### src/rtl/upower_multicycle_sequencer.sv
// Multi-cycle control sequencer for the shared 64-bit uPOWER datapath.
// Steps FETCH/DECODE/EXEC/MEM/WB per instruction and drives all datapath strobes.
module upower_multicycle_sequencer #(
  parameter int unsigned OP_LD   = 58,
  parameter int unsigned OP_STD  = 62,
  parameter int unsigned OP_BEQ  = 19,
  parameter int unsigned OP_BNE  = 20,
  parameter int unsigned OP_XO   = 31,
  parameter int unsigned OP_ADDI = 14,
  parameter int unsigned CNT_W   = 32
) (
  input  logic             clk,
  input  logic             rst,
  input  logic [31:0]      instr,
  input  logic             zero_flag,
  input  logic             imem_ack,
  input  logic             dmem_ack,
  output logic             imem_req,
  output logic             dmem_req,
  output logic             mem_read,
  output logic             mem_write,
  output logic             ir_write,
  output logic             reg_write,
  output logic             pc_write,
  output logic             pc_src,
  output logic             halted,
  output logic             illegal,
  output logic [CNT_W-1:0] retired,
  output logic [2:0]       state
);

  typedef enum logic [2:0] {
    FETCH  = 3'd0,
    DECODE = 3'd1,
    EXEC   = 3'd2,
    MEM    = 3'd3,
    WB     = 3'd4,
    HALT   = 3'd5
  } state_t;

  typedef enum logic [2:0] {
    CL_ALU,
    CL_BR,
    CL_LD,
    CL_ST,
    CL_STOP,
    CL_ILL
  } class_t;

  state_t           cur_state, nxt_state;
  class_t           ir_class, fetch_class;
  logic [5:0]       ir_op;
  logic             illegal_q;
  logic [CNT_W-1:0] retired_q;
  logic [31:0]      op_w;

  // Instruction class is resolved at fetch so DECODE does not depend on instr staying valid.
  always_comb begin
    op_w        = {26'b0, instr[31:26]};
    fetch_class = CL_ILL;
    if (instr == '1)
      fetch_class = CL_STOP;
    else if (op_w == OP_BEQ || op_w == OP_BNE)
      fetch_class = CL_BR;
    else if (op_w == OP_LD)
      fetch_class = CL_LD;
    else if (op_w == OP_STD)
      fetch_class = CL_ST;
    else if (op_w == OP_XO || (op_w >= OP_ADDI && op_w <= OP_ADDI + 32'd15))
      fetch_class = CL_ALU;
  end

  always_ff @(posedge clk) begin
    if (rst) begin
      cur_state <= FETCH;
      ir_op     <= '0;
      ir_class  <= CL_ALU;
      illegal_q <= 1'b0;
      retired_q <= '0;
    end else begin
      cur_state <= nxt_state;
      if (ir_write) begin
        ir_op    <= instr[31:26];
        ir_class <= fetch_class;
      end
      if (cur_state == DECODE && ir_class == CL_ILL)
        illegal_q <= 1'b1;
      if (pc_write)
        retired_q <= retired_q + CNT_W'(1);
    end
  end

  always_comb begin
    nxt_state = cur_state;
    unique case (cur_state)
      FETCH:  if (imem_ack) nxt_state = DECODE;
      DECODE: nxt_state = (ir_class == CL_STOP || ir_class == CL_ILL) ? HALT : EXEC;
      EXEC: begin
        unique case (ir_class)
          CL_BR:        nxt_state = FETCH;
          CL_LD, CL_ST: nxt_state = MEM;
          default:      nxt_state = WB;
        endcase
      end
      MEM:    if (dmem_ack) nxt_state = (ir_class == CL_LD) ? WB : FETCH;
      WB:     nxt_state = FETCH;
      HALT:   nxt_state = HALT;
      default: nxt_state = FETCH;
    endcase
  end

  // Strobes are forced low while rst is high so an ack coinciding with reset has no effect.
  always_comb begin
    imem_req  = 1'b0;
    dmem_req  = 1'b0;
    mem_read  = 1'b0;
    mem_write = 1'b0;
    ir_write  = 1'b0;
    reg_write = 1'b0;
    pc_write  = 1'b0;
    pc_src    = 1'b0;
    if (!rst) begin
      unique case (cur_state)
        FETCH: begin
          imem_req = 1'b1;
          ir_write = imem_ack;
        end
        EXEC: begin
          if (ir_class == CL_BR) begin
            pc_write = 1'b1;
            pc_src   = ({26'b0, ir_op} == OP_BEQ) ? zero_flag : ~zero_flag;
          end
        end
        MEM: begin
          dmem_req  = 1'b1;
          mem_read  = (ir_class == CL_LD);
          mem_write = (ir_class == CL_ST);
          pc_write  = (ir_class == CL_ST) && dmem_ack;
        end
        WB: begin
          reg_write = 1'b1;
          pc_write  = 1'b1;
        end
        default: ;
      endcase
    end
  end

  assign state   = cur_state;
  assign halted  = (cur_state == HALT);
  assign illegal = illegal_q;
  assign retired = retired_q;

endmodule

### config.mk
export PLATFORM = sky130hd
export DESIGN_NAME = upower_multicycle_sequencer
export DESIGN_NICKNAME = d
export VERILOG_FILES = /design/src/rtl/upower_multicycle_sequencer.sv
export SDC_FILE = /design/constraint.sdc
export NUM_CORES = 1
export LEC_CHECK = 0
export CAP_MARGIN = 5
export CORE_ASPECT_RATIO = 1.1
export CORE_MARGIN = 2
export CORE_UTILIZATION = 41
export CTS_BUF_LIST = sky130_fd_sc_hd__clkbuf_8 sky130_fd_sc_hd__clkbuf_16
export CTS_CLUSTER_SIZE = 14
export DETAILED_ROUTE_END_ITERATION = 6
export HOLD_SLACK_MARGIN = 0.06
export PLACE_DENSITY = 0.85
export SLEW_MARGIN = 20
export SYNTH_ARGS = -nofsm -noshare
export SYNTH_HDL_FRONTEND = slang
export SYNTH_SLANG_ARGS = --single-unit
### constraint.sdc
create_clock -name clk -period 1.9 [get_ports clk]
set_input_delay 0.19 -clock clk [delete_from_list [all_inputs] [get_ports clk]]
set_output_delay 0.19 -clock clk [all_outputs]
set_load 0.005 [all_outputs]
==> impl_summary.log <==
[metrics] number of buffers inserted by port buffering: 81
[metrics] area of all placed cells without fillers: approximately 4100 um^2
[metrics] layer with the highest usage after global routing: met2
[metrics] Mapped Area: approximately 2500 um^2
[metrics] met1 GRT Util: 0.283
[metrics] Hold Vio Cnt, Final: 0
[metrics] detailed-route DRC error count: 0
[metrics] number of design-rule violations left by the first detailed-router iteration: roughly 260
[metrics] portion of synthesized cell area occupied by the leading cell type: 0.364
[metrics] Die X-Extent: roughly 78 um
[metrics] overall power consumption: 2.45 mW
[metrics] Post-synth top flop: sky130_fd_sc_hd__dfxtp_1
[metrics] sequential share of the synthesized area: 0.364
[metrics] placed inst area: 3750 um^2
[metrics] FFs w/ async S/R, synth: 0
[metrics] Max Clk Rate: 0.501 GHz
[metrics] Routability Congestion: 0.912
[metrics] Crit Reg-Reg Startpoint: ir_class[2]
[metrics] die height: 85.5 um
[metrics] leading cell types in the layout, fill and taps excluded: 71 x sky130_fd_sc_hd__clkdlybuf4s50_1, 58 x sky130_fd_sc_hd__buf_4, 37 x sky130_fd_sc_hd__dfxtp_1
[metrics] all-layer global routing usage: 0.238
[metrics] number of nets in the layout: 487
[metrics] router iterations before antenna repair: 5
[metrics] Antenna Diode Count: 0
[metrics] leakage power figure: around 1.6 nW
[metrics] Cells on Worst Hold Path: 2
[metrics] number of antenna violations at the first check in global routing: 0
[metrics] Max-Slew Margin vs Limit: 0.761
[metrics] ports placed on the boundary: slightly above 80
[metrics] number of clock sinks seen by CTS: 45
[metrics] CTS Buffer Depth: 2
[metrics] vias in the first global route: 2852
[metrics] core footprint: 5810 um^2
[metrics] R2R depth: 7
[metrics] category of the worst setup path launch point: flip-flop
[metrics] required arrival time at the worst endpoint: around 2100 ps
[metrics] leftover overflow at the end of global routing: 0
[metrics] worst r2r dst: retired[26]
[metrics] kind of critical path: flip-flop to flip-flop
[metrics] largest cells by area after synthesis: sky130_fd_sc_hd__dfxtp_1 36%, sky130_fd_sc_hd__a21oi_1 5.3%, sky130_fd_sc_hd__nor2_1 5.0%, sky130_fd_sc_hd__nand2_1 4.4%, sky130_fd_sc_hd__xor2_1 4.2%
[metrics] # rows: 29
[metrics] filler instances: between 400 and 500
[metrics] worst reg-to-reg setup slack: -100 ps
[metrics] kind of end point of the critical path: flip-flop
[metrics] unrepaired setup endpoints after global routing: yes
[metrics] Tightest Hold Check Type: flip-flop to flip-flop
[metrics] average cell area after synthesis: between 7 and 8 um^2
[metrics] result of the run: finished with violations
[metrics] area of the die: 6670 um^2
[metrics] count of pins over their slew limit: 0
[metrics] worst-case setup margin in the final layout: -96.5 ps
[metrics] Detail Placement HPWL: between 5000 and 6000 um
[metrics] cts hold-fix bufs: 0
[metrics] # H-tree levels: 2
[metrics] Initial Util: 0.426
[metrics] startpoint of the most critical hold path: illegal
[metrics] area occupied by multi-input gates: ~1600 um^2
[metrics] clock slew at reported path FFs: ~80 ps
[metrics] detailed-route via count: about 3000
[metrics] synth warn: 0
[metrics] most common library cell in the layout ignoring fill and taps: sky130_fd_sc_hd__clkdlybuf4s50_1
[metrics] Routed Wire Length: 8150 um
[metrics] gate count of the mapped netlist: around 310
[metrics] net count of the mapped netlist: 350
[metrics] number of distinct library cells after synthesis: 47
[metrics] Hold Crit Endpoint: illegal
[metrics] synthesis-to-finish area growth: 65.7%
[metrics] number of synthesized flops with an enable pin: 0
[metrics] pin count of the biggest net entering global routing: 29
[metrics] met3 capacity usage during global routing: 0.0660
[metrics] Maximum Capacitance Violations: 0
[metrics] wire length of the first global-routing pass: 12900 um
[metrics] number of nets still failing antenna checks after routing: 0
[metrics] WP data arrival: 2230 ps
[metrics] combined flip-flop and latch cell area: 918 um^2
[metrics] #FFs+latches synth: 45
[metrics] clock root buffer: sky130_fd_sc_hd__clkbuf_8
[metrics] P per Cell Area: between 500 and 600 nW/um^2
[metrics] WL per Instance: 15.5 um
[metrics] critical path peak fanout: 4
[metrics] worst vdd rail ir drop: about 390 uV
[metrics] final worst path period need: between 1500 and 2000 ps
[metrics] failing checks: setup timing
[metrics] CTS tree: done
[metrics] GR Layer Usage met2: 0.415
[metrics] Worst Max-Slew Pin Slew: 355 ps
[metrics] total clock buffers created by CTS: 5
[metrics] detailed-route vias per instance: about 5.8
[metrics] portion of the clock cycle consumed by the worst path in the final layout: 1.05
[metrics] clock latency reported for the late side of the worst-skew pair: about 300 ps
[metrics] worst clock skew: about 2.9 ps
[metrics] fraction of final layout cells with drive strength greater than 1: 0.249
[metrics] Setup Viol. Count Final: 12
[metrics] most area-hungry cell type in the Yosys netlist: sky130_fd_sc_hd__dfxtp_1
-- synthesized netlist by cell type, types with 2 or more instances --
| library cell | instances |
|---|---|
| sky130_fd_sc_hd__nand2b_1 | 2 |
| sky130_fd_sc_hd__o31ai_1 | 7 |
| sky130_fd_sc_hd__or3_1 | 11 |
| sky130_fd_sc_hd__dfxtp_1 | 45 |
| sky130_fd_sc_hd__nand2_1 | 29 |
| sky130_fd_sc_hd__nand4_1 | 12 |
| sky130_fd_sc_hd__and4_1 | 3 |
| sky130_fd_sc_hd__and3_1 | 2 |
| sky130_fd_sc_hd__inv_1 | 6 |
| sky130_fd_sc_hd__o21ai_0 | 19 |
| sky130_fd_sc_hd__mux2i_1 | 2 |
| sky130_fd_sc_hd__nor2_1 | 33 |
| sky130_fd_sc_hd__buf_1 | 2 |
| sky130_fd_sc_hd__xnor2_1 | 3 |
| sky130_fd_sc_hd__nor4_1 | 6 |
| sky130_fd_sc_hd__nand3b_1 | 7 |
| sky130_fd_sc_hd__xor2_1 | 12 |
| sky130_fd_sc_hd__nor2b_1 | 3 |
| sky130_fd_sc_hd__nor4b_1 | 4 |
| sky130_fd_sc_hd__o211ai_1 | 7 |
| sky130_fd_sc_hd__nand3_1 | 17 |
| sky130_fd_sc_hd__clkbuf_1 | 14 |
| sky130_fd_sc_hd__or2_2 | 3 |
| sky130_fd_sc_hd__a21oi_1 | 26 |
| sky130_fd_sc_hd__nor3_1 | 5 |
| sky130_fd_sc_hd__or4_1 | 6 |
| sky130_fd_sc_hd__and2_1 | 4 |
| sky130_fd_sc_hd__o2111ai_1 | 3 |
-- how the worst max path moves through the flow --
stage / from / to / slack (ps) / cells after the start
after floorplan: retired[10] / retired[31] / 10 / 5
after global placement: dmem_ack / retired[31] / -170 / 7
after detailed placement: dmem_ack / retired[31] / -220 / 7
after CTS: state[1] / halted / 3 / 5
after global routing: ir_class[2] / retired[26] / -150 / 7
final: ir_class[2] / retired[26] / -100 / 7
-- cells by family after synthesis --
group           count (synthesis)  synth area share
mux                             2           0.00809
fa+ha+maj                       1           0.00506
buf+inv                        22            0.0334
xor+xnor                       15            0.0531
flops                          45             0.364
simple gates                  156             0.357
compound gates                 71             0.180
-- stage by stage --
stage	hold slack (ps)	utilization	worst slack, ps	instances	setup TNS, ps
after floorplan	289	-	14.3	312	0
after global placement	460	0.645	-166	509	-2480
after detailed placement	466	0.645	-223	509	-3400
after CTS	481	0.688	2.93	523	0
after global routing	526	0.706	-154	527	-1700
final	479	0.706	-96.5	527	-436
-- worst max-delay path: stages, from the launching register on --
cell	delay, ps
sky130_fd_sc_hd__dfxtp_4	360
sky130_fd_sc_hd__nand4b_1	230
sky130_fd_sc_hd__o32ai_2	310
sky130_fd_sc_hd__buf_4	180
sky130_fd_sc_hd__o211ai_1	130
sky130_fd_sc_hd__buf_4	180
sky130_fd_sc_hd__or4_1	390
sky130_fd_sc_hd__a21oi_1	160
-- registers in the layout, summed over array words and instances (netlist names) --
name      cells
illegal       1
ir_class      3
ir_op         6
retired      32
state         3
-- report_power, final --
part	switching, mW	leakage, nW	total, mW	internal, mW
Sequential	0.0430	0.369	1.03	0.987
Combinational	0.252	1.12	0.566	0.313
Clock	0.333	0.0681	0.855	0.522
-- repair_timing --
item                       4_1_cts  5_1_grt
setup endpoints to repair       22       25
pin swaps                        6       22
hold endpoints to repair         0        0
setup buffers                    6        4
gates resized for setup         31       29
-- routing by layer --
layer	vias up	share of wire
met2	173	0.49
met4	0	0.032
li1	1435	-
met5	-	0
met1	1407	0.39
met3	35	0.086
-- layout make-up --
cell class	count	area share
Tap cell	77	0.0235
Sequential cell	45	0.224
Timing Repair Buffer	146	0.321
Clock buffer	5	0.0168
Clock inverter	3	0.0159
Multi-Input combinational cell	245	0.393
Inverter	6	0.00549
(Power assumes the default switching activity.)
